<file path="src/rtl/a_mux_trace_64x64.sv">
// a_mux_trace_64x64: return-path result capture for the emulation trace path.
// Captures DUT results qualified by dut_dv_i into a small first-word-fall-through
// FIFO and hands them to the trace controller over a req/ack handshake.
// Counts captured results per session and pulses done_o at session end.
// Optional build macro: TRACE_OVF_CNT_EN enables the dropped-result counter
// on ovf_cnt_o; without it ovf_cnt_o is tied to zero (ovf_o still works).
module a_mux_trace_64x64 #(
  parameter int unsigned DATA_W     = 64,
  parameter int unsigned DEPTH_LOG2 = 3,
  parameter int unsigned CNT_W      = 16
) (
  input  logic              clk_ref,
  input  logic              rst_n,
  input  logic              run_i,
  input  logic              stop_i,
  input  logic [CNT_W-1:0]  nb_trace_i,
  input  logic              dut_dv_i,
  input  logic [DATA_W-1:0] dut_r_i,
  input  logic              trace_ack_i,
  output logic              trace_req_o,
  output logic [DATA_W-1:0] trace_o,
  output logic [CNT_W-1:0]  cpt_o,
  output logic              busy_o,
  output logic              done_o,
  output logic              ovf_o,
  output logic [15:0]       ovf_cnt_o
);

  localparam int unsigned DEPTH = 1 << DEPTH_LOG2;

  localparam logic [DEPTH_LOG2-1:0] PTR_ONE = 1;
  localparam logic [DEPTH_LOG2:0]   OCC_ONE = 1;
  localparam logic [CNT_W-1:0]      CNT_ONE = 1;

  typedef enum logic [1:0] {
    IDLE  = 2'd0,
    CAPT  = 2'd1,
    DRAIN = 2'd2,
    DONE  = 2'd3
  } state_t;

  state_t state;

  logic [DATA_W-1:0]     mem [DEPTH];
  logic [DEPTH_LOG2-1:0] wr_ptr;
  logic [DEPTH_LOG2-1:0] rd_ptr;
  logic [DEPTH_LOG2:0]   occ;
  logic [CNT_W-1:0]      nb_lat;

  logic             fifo_full;
  logic             push_req;
  logic             push_ok;
  logic             pop;
  logic             drop;
  logic             sess_start;
  logic [CNT_W-1:0] cpt_inc;

  // Occupancy never exceeds DEPTH, so its MSB alone marks "full".
  assign fifo_full   = occ[DEPTH_LOG2];
  assign trace_req_o = (occ != '0);
  assign trace_o     = trace_req_o ? mem[rd_ptr] : '0;

  assign pop        = trace_req_o & trace_ack_i & ~stop_i;
  assign push_req   = (state == CAPT) & dut_dv_i & ~stop_i;
  // A simultaneous pop frees the slot, so a push into a full FIFO still lands.
  assign push_ok    = push_req & (~fifo_full | pop);
  // Results lost to a full FIFO or presented while frozen both count as overflow.
  assign drop       = (push_req & ~push_ok) | ((state == CAPT) & dut_dv_i & stop_i);
  assign sess_start = (state == IDLE) & run_i & ~stop_i;
  assign cpt_inc    = (cpt_o == '1) ? cpt_o : cpt_o + CNT_ONE;

  // FIFO storage: written on accepted pushes only, no reset needed.
  always_ff @(posedge clk_ref) begin
    if (push_ok) begin
      mem[wr_ptr] <= dut_r_i;
    end
  end

  // FIFO pointers and occupancy.
  always_ff @(posedge clk_ref or negedge rst_n) begin
    if (!rst_n) begin
      wr_ptr <= '0;
      rd_ptr <= '0;
      occ    <= '0;
    end else begin
      if (push_ok) begin
        wr_ptr <= wr_ptr + PTR_ONE;
      end
      if (pop) begin
        rd_ptr <= rd_ptr + PTR_ONE;
      end
      case ({push_ok, pop})
        2'b10:   occ <= occ + OCC_ONE;
        2'b01:   occ <= occ - OCC_ONE;
        default: occ <= occ;
      endcase
    end
  end

  // Session FSM with registered busy/done/overflow and result counter.
  always_ff @(posedge clk_ref or negedge rst_n) begin
    if (!rst_n) begin
      state  <= IDLE;
      nb_lat <= '0;
      cpt_o  <= '0;
      busy_o <= 1'b0;
      done_o <= 1'b0;
      ovf_o  <= 1'b0;
    end else begin
      if (drop) begin
        ovf_o <= 1'b1;
      end
      if (!stop_i) begin
        case (state)
          IDLE: begin
            done_o <= 1'b0;
            if (run_i) begin
              nb_lat <= nb_trace_i;
              cpt_o  <= '0;
              ovf_o  <= 1'b0;
              if (nb_trace_i == '0) begin
                state  <= DONE;
                busy_o <= 1'b0;
                done_o <= 1'b1;
              end else begin
                state  <= CAPT;
                busy_o <= 1'b1;
              end
            end
          end
          CAPT: begin
            if (dut_dv_i) begin
              cpt_o <= cpt_inc;
              if (cpt_inc == nb_lat) begin
                state <= DRAIN;
              end
            end
          end
          DRAIN: begin
            if (occ == '0) begin
              state  <= DONE;
              busy_o <= 1'b0;
              done_o <= 1'b1;
            end
          end
          DONE: begin
            state  <= IDLE;
            done_o <= 1'b0;
          end
          default: begin
            state  <= IDLE;
            busy_o <= 1'b0;
            done_o <= 1'b0;
          end
        endcase
      end
    end
  end

`ifdef TRACE_OVF_CNT_EN
  // Saturating dropped-result counter, cleared on session start.
  always_ff @(posedge clk_ref or negedge rst_n) begin
    if (!rst_n) begin
      ovf_cnt_o <= '0;
    end else if (sess_start) begin
      ovf_cnt_o <= '0;
    end else if (drop && (ovf_cnt_o != '1)) begin
      ovf_cnt_o <= ovf_cnt_o + 16'd1;
    end
  end
`else
  logic unused_start;
  assign unused_start = sess_start;
  assign ovf_cnt_o    = '0;
`endif

endmodule

</file>
<file path="config.mk">
export PLATFORM = sky130hd
export DESIGN_NAME = a_mux_trace_64x64
export DESIGN_NICKNAME = d
export VERILOG_FILES = /design/src/rtl/a_mux_trace_64x64.sv
export SDC_FILE = /design/constraint.sdc
export NUM_CORES = 1
export LEC_CHECK = 0
export CELL_PAD_IN_SITES_DETAIL_PLACEMENT = 1
export CELL_PAD_IN_SITES_GLOBAL_PLACEMENT = 2
export CORE_MARGIN = 2
export CORE_UTILIZATION = 45
export DETAILED_ROUTE_END_ITERATION = 7
export PLACE_DENSITY = 0.85
export SYNTH_ARGS = -nofsm -noshare
export SYNTH_HDL_FRONTEND = slang
export SYNTH_SLANG_ARGS = --single-unit
export TNS_END_PERCENT = 1
</file>
<file path="constraint.sdc">
create_clock -name clk_ref -period 12 [get_ports clk_ref]
set_clock_uncertainty 0.1 [all_clocks]
set_input_delay 2.4 -clock clk_ref [delete_from_list [all_inputs] [get_ports clk_ref]]
set_output_delay 2.4 -clock clk_ref [all_outputs]
set_load 0.1 [all_outputs]
</file>
Yosys cells after proc, flatten, opt, wreduce, memory -nomap -nowiden
Memories as Yosys holds them, arrays and structs flattened.
Cells that the tools add are included.
{"block": "classes", "add_sub_neg": 5, "n_eq_ne": 11, "n_mux": 26, "bitwise": 12, "reduce_logical": 13}
{"operator": "64-bit 2-to-1 mux", "count": 1}
{"operator": "16-bit 2-to-1 mux", "count": 3}
{"operator": "16-bit case mux with 2 select lines", "count": 1}
{"operator": "16-bit by 1-bit adder with 16-bit output, second input constant", "count": 1}
{"operator": "16-bit == test", "count": 1}
{"operator": "16-bit == test, second input constant", "count": 1}
{"operator": "16-bit logical NOT", "count": 1}
{"operator": "1-bit 2-to-1 mux", "count": 12}
{"operator": "2-bit 2-to-1 mux", "count": 5}
{"operator": "2-bit case mux with 4 select lines", "count": 1}
{"operator": "4-bit case mux with 2 select lines", "count": 1}
{"operator": "4-bit AND reduction", "count": 2}
{"operator": "1-bit AND", "count": 7}
{"operator": "3-bit by 1-bit adder with 3-bit output, second input constant", "count": 2}
{"operator": "2-bit == test, second input constant", "count": 3}
{"operator": "2-bit inequality test, second input constant", "count": 3}
{"operator": "3-bit AND reduction", "count": 2}
{"operator": "2-bit nonzero test", "count": 3}
{"operator": "5-bit AND reduction", "count": 1}
{"operator": "4-bit by 1-bit adder with 4-bit output, second input constant", "count": 1}
{"operator": "2-bit by 1-bit == test with 1-bit output, second input constant", "count": 2}
{"operator": "4-bit logical NOT", "count": 1}
{"operator": "4-bit nonzero test", "count": 1}
{"operator": "4-bit by 1-bit subtractor with 4-bit output, second input constant", "count": 1}
{"operator": "7 further kinds", "count": 10}
{"block": "totals", "ff_bits": 47, "ram_bits": 512, "in_bits": 86, "elab_cells": 77, "memories": 1}
{"memory": "mem", "words": 8, "word_bits": 64, "rd": 1, "rd_clocked_by_memory_dff": 0, "wr": 1, "line_no": "44", "source": "logic [DATA_W-1:0] mem [DEPTH];"}

Depth between registers and ports, before layout
{"block": "logic_depth", "depth_word": 12, "mapped_depth": 12}

Worst setup path after synthesis
Ideal clock, no wire load.
{"block": "synth_path", "path_kind": "input -> register", "start": "input trace_ack_i", "end": "memory mem[2][0], enable pin", "setup_ns": 0.666, "arrival_time_ns": 9.625, "required_time_ns": 11.234, "setup_slack_ns": 1.609, "cell_stages": 5, "path_cell_list": "inv_1 > a21oi_1 > nor2b_1 > inv_1 > nor4b_1"}
{"block": "synth_via", "elab_chain_cells": 6}
{"element": "from (decl)", "line_no": "19", "source": "input logic trace_ack_i,"}
{"element": "1-bit AND (2 in series)", "line_no": "63", "source": "assign pop = trace_req_o & trace_ack_i & ~stop_i;"}
{"element": "1-bit OR", "line_no": "66", "source": "assign push_ok = push_req & (~fifo_full | pop);"}
{"element": "1-bit AND", "line_no": "66"}
{"element": "1-bit 2-to-1 mux", "line_no": "74", "source": "if (push_ok) begin"}
{"element": "1-bit 2-to-1 mux (implied by the code)", "line_no": "75", "source": "mem[wr_ptr] <= dut_r_i;"}
{"element": "to (decl)", "line_no": "44"}
Every way passes these cells.

Final worst setup path
{"block": "layout_path", "start": "register rd_ptr[0]", "end": "output trace_o[24]"}
{"block": "layout_via", "elab_chain_cells": 2}
{"element": "from (decl)", "line_no": "46", "source": "logic [DEPTH_LOG2-1:0] rd_ptr;"}
{"element": "from (signal assigned)", "line_no": "90", "source": "rd_ptr <= rd_ptr + PTR_ONE;"}
{"element": "memory read 8 x 64 bit"}
{"element": "64-bit 2-to-1 mux", "line_no": "61", "source": "assign trace_o = trace_req_o ? mem[rd_ptr] : '0;"}
{"element": "to (decl)", "line_no": "21", "source": "output logic [DATA_W-1:0] trace_o,"}
Every way passes these cells.

==> reports/qor.yml <==
end_kind: "primary output"
grt_pass1_vias: 12400
synth_seq_area_share_pct: 73.8
relSlewSlack_pct: 27.0
cts_buffers: 58
drtIter0Drc: 841
design_area_sq_um: 26700
fin_crit_sh_pct: 59.4
rrSetupSlack_ns: 7.95
yosysMostFrequentCell: "edfxtp_1"
finalWorstSetupSlack_ns: 4.88
layout-drive-gt1-share_pct: 19.2
synth-simple-area-share_pct: 3.72
synthFlopType: "edfxtp_1"
htree_levels: 2
placed_area_sq_um: 24800
synth-xor-area-share_pct: 1.13
cts_resized: 0
totalPowerFinal_mw: 7.31
yosysUniqueCellTypes: 56
start_kind: "register"
setup_viol: 0
antenna_found_initial: 6
nets: 1430
finalHoldViolCount: 0
cts_sinks: 559
path_buf_inv: 2
viasPerCell: 5.53
place_hpwl_microns: 29300
synth_top_family_by_area: "multiplexers"
worstSetupPathType: "register to primary output"
postSynthAreaPerCell_sq_um: 19.6
initial_core_util_pct: 45.7
rows: 81
cts_hold_buf: 0
finalMaxSlewViolations: 0
postCtsSetupRepairBufs: 0
yosys-top-cells-count: "edfxtp_1, mux4_2, nor2_1, mux2i_1, dfrtp_1"
leakage_nw: 8.86
synth_mux_area_share_pct: 16.8
pin_count: 186
yosysTopAreaCellShare_pct: 68.6
synth_edf_count: 512
placedCellCount: 1938
maxCapViolations: 0
io_buffers: 169
grt_max_degree: 67
whs_ns: 0.401
drc: 0
die_area_sq_um: 51600
synth_area_leader_cell: "edfxtp_1"
postRouteAntennaNets: 0
cp.required_ns: 9.50
rsz0062_at_grt: "no"
wl_per_cell_microns: 25.0
cp.arrival_ns: 4.62
yosys_warnings: 0
pre_cts_slack_ns: 5.41
cts_tree: "built"
area_growth_pct: 19.1
cp_max_fo: 52
finalNonFillerCells: 2043
synth_compound_area_share_pct: 1.97
irDropWorstVdd_mv: 0.346
grt-ovfl-total: 0
async_flop_share_pct: 8.41
die_x_microns: 227
fmax_mhz: 140
clk-insertion-delay-late_ns: 0.62
gp_congestion: 0.792
timing.final.crit_period_ns: 7.12
vias: 11300
synth_seq_cells: 559
fin_util_pct: 54.4
cpMaxStageDelayCell: "dfrtp_4"
ys_top_cells_by_area: "edfxtp_1, mux4_2, dfrtp_1, mux2i_1, nor2_1"
power.density_nw_per_um2: 274
path_cells: "buf_4 -> mux4_2 -> mux2i_1 -> nor2_1 -> clkdlybuf4s50_1"
die_h_microns: 227
critical_path.top_delay_family: "buffers and inverters"
grt_usage_pct: 20.3
dr.pass1.iters: 5
syn_inst: 1141
clk_pin_slew_ns: 0.06
clk_path_buf_depth: 3
cts_root_buf: "clkbuf_16"
slowest_delay_ns: 1.07
routed_wl_microns: 51200
grt_pass1_wl_microns: 77400
worst_slew_pin_slew_ns: 1.09
status: "complete, no violations"
synthAdderAreaFrac_pct: 0.592
finalSetupTns_ns: 0
hp-class: "register to register"
syn-cell-area_sq_um: 22400
fp.coreArea_sq_um: 49100
==> state kept, by name (all words and copies together) (netlist names) <==
register,count
rd_ptr,3
busy_o,1
mem,512
ovf_o,1
nb_lat,16
occ,4
state,2
wr_ptr,3
done_o,1
cpt_o,16
==> layout make-up <==
type                            instances  area, sq um
Antenna cell                            3         7.51
Multi-Input combinational cell        511         5540
Sequential cell                       559        16600
Inverter                               13         48.8
Clock inverter                         29          335
Fill cell                            4399        22300
Tap cell                              664          831
Clock buffer                           73         1530
Timing Repair Buffer                  191         1850
==> layer usage <==
metal	global-route usage [%]	share of wire (%)
met5	0	0.063
met4	6.03	2.1
met3	3.88	5.0
met2	34.3	51
met1	26.9	42
==> kinds of logic (layout without fill, tap and decap cells) <==
| logic type | count (synthesis) | count (layout) |
|---|---|---|
| AO/OA/AOI/OAI | 68 | 68 |
| XOR/XNOR | 29 | 29 |
| adder cells (fa/ha/maj) | 10 | 10 |
| buffers and inverters | 86 | 306 |
| flip-flops | 559 | 559 |
| multiplexers | 214 | 214 |
| other | 1 | 19 |
| AND/OR/NAND/NOR | 174 | 174 |
==> path summary, 6_finish.rpt <==
path / end / cells past startpoint / from
worst max-delay path: trace_o[24] / 5 / rd_ptr[0]
worst min-delay path: ovf_o / 1 / ovf_o
worst max register to register: state[1] / 9 / occ[0]
worst min register to register: ovf_o / 1 / ovf_o
max in group asynchronous: rd_ptr[1] / 2 / rst_n
min in group asynchronous: nb_lat[7] / 2 / rst_n
==> cell usage in the layout, fill, tap and decap left out, types with 6 or more instances in the layout <==
cell type / count
inv_1: 13
buf_4: 22
clkdlybuf4s50_1: 168
nor2_1: 82
xnor2_1: 17
edfxtp_1: 512
mux4_2: 128
clkinv_1: 12
mux2i_1: 69
mux2_2: 17
clkbuf_16: 59
xor2_1: 12
bufinv_16: 6
dfrtp_1: 44
nand2_1: 42
ha_1: 9
clkinv_2: 7
a21oi_1: 16
conb_1: 16
o21ai_0: 15
nand3_1: 9
clkbuf_1: 14
==> power by group <==
part           switching (mW)  leakage (nW)  internal, mW
combinational            2.16          2.77         0.967
sequential              0.184          5.19          2.23
clock                   0.733         0.898          1.03
Power figures use the tool's default switching activity.
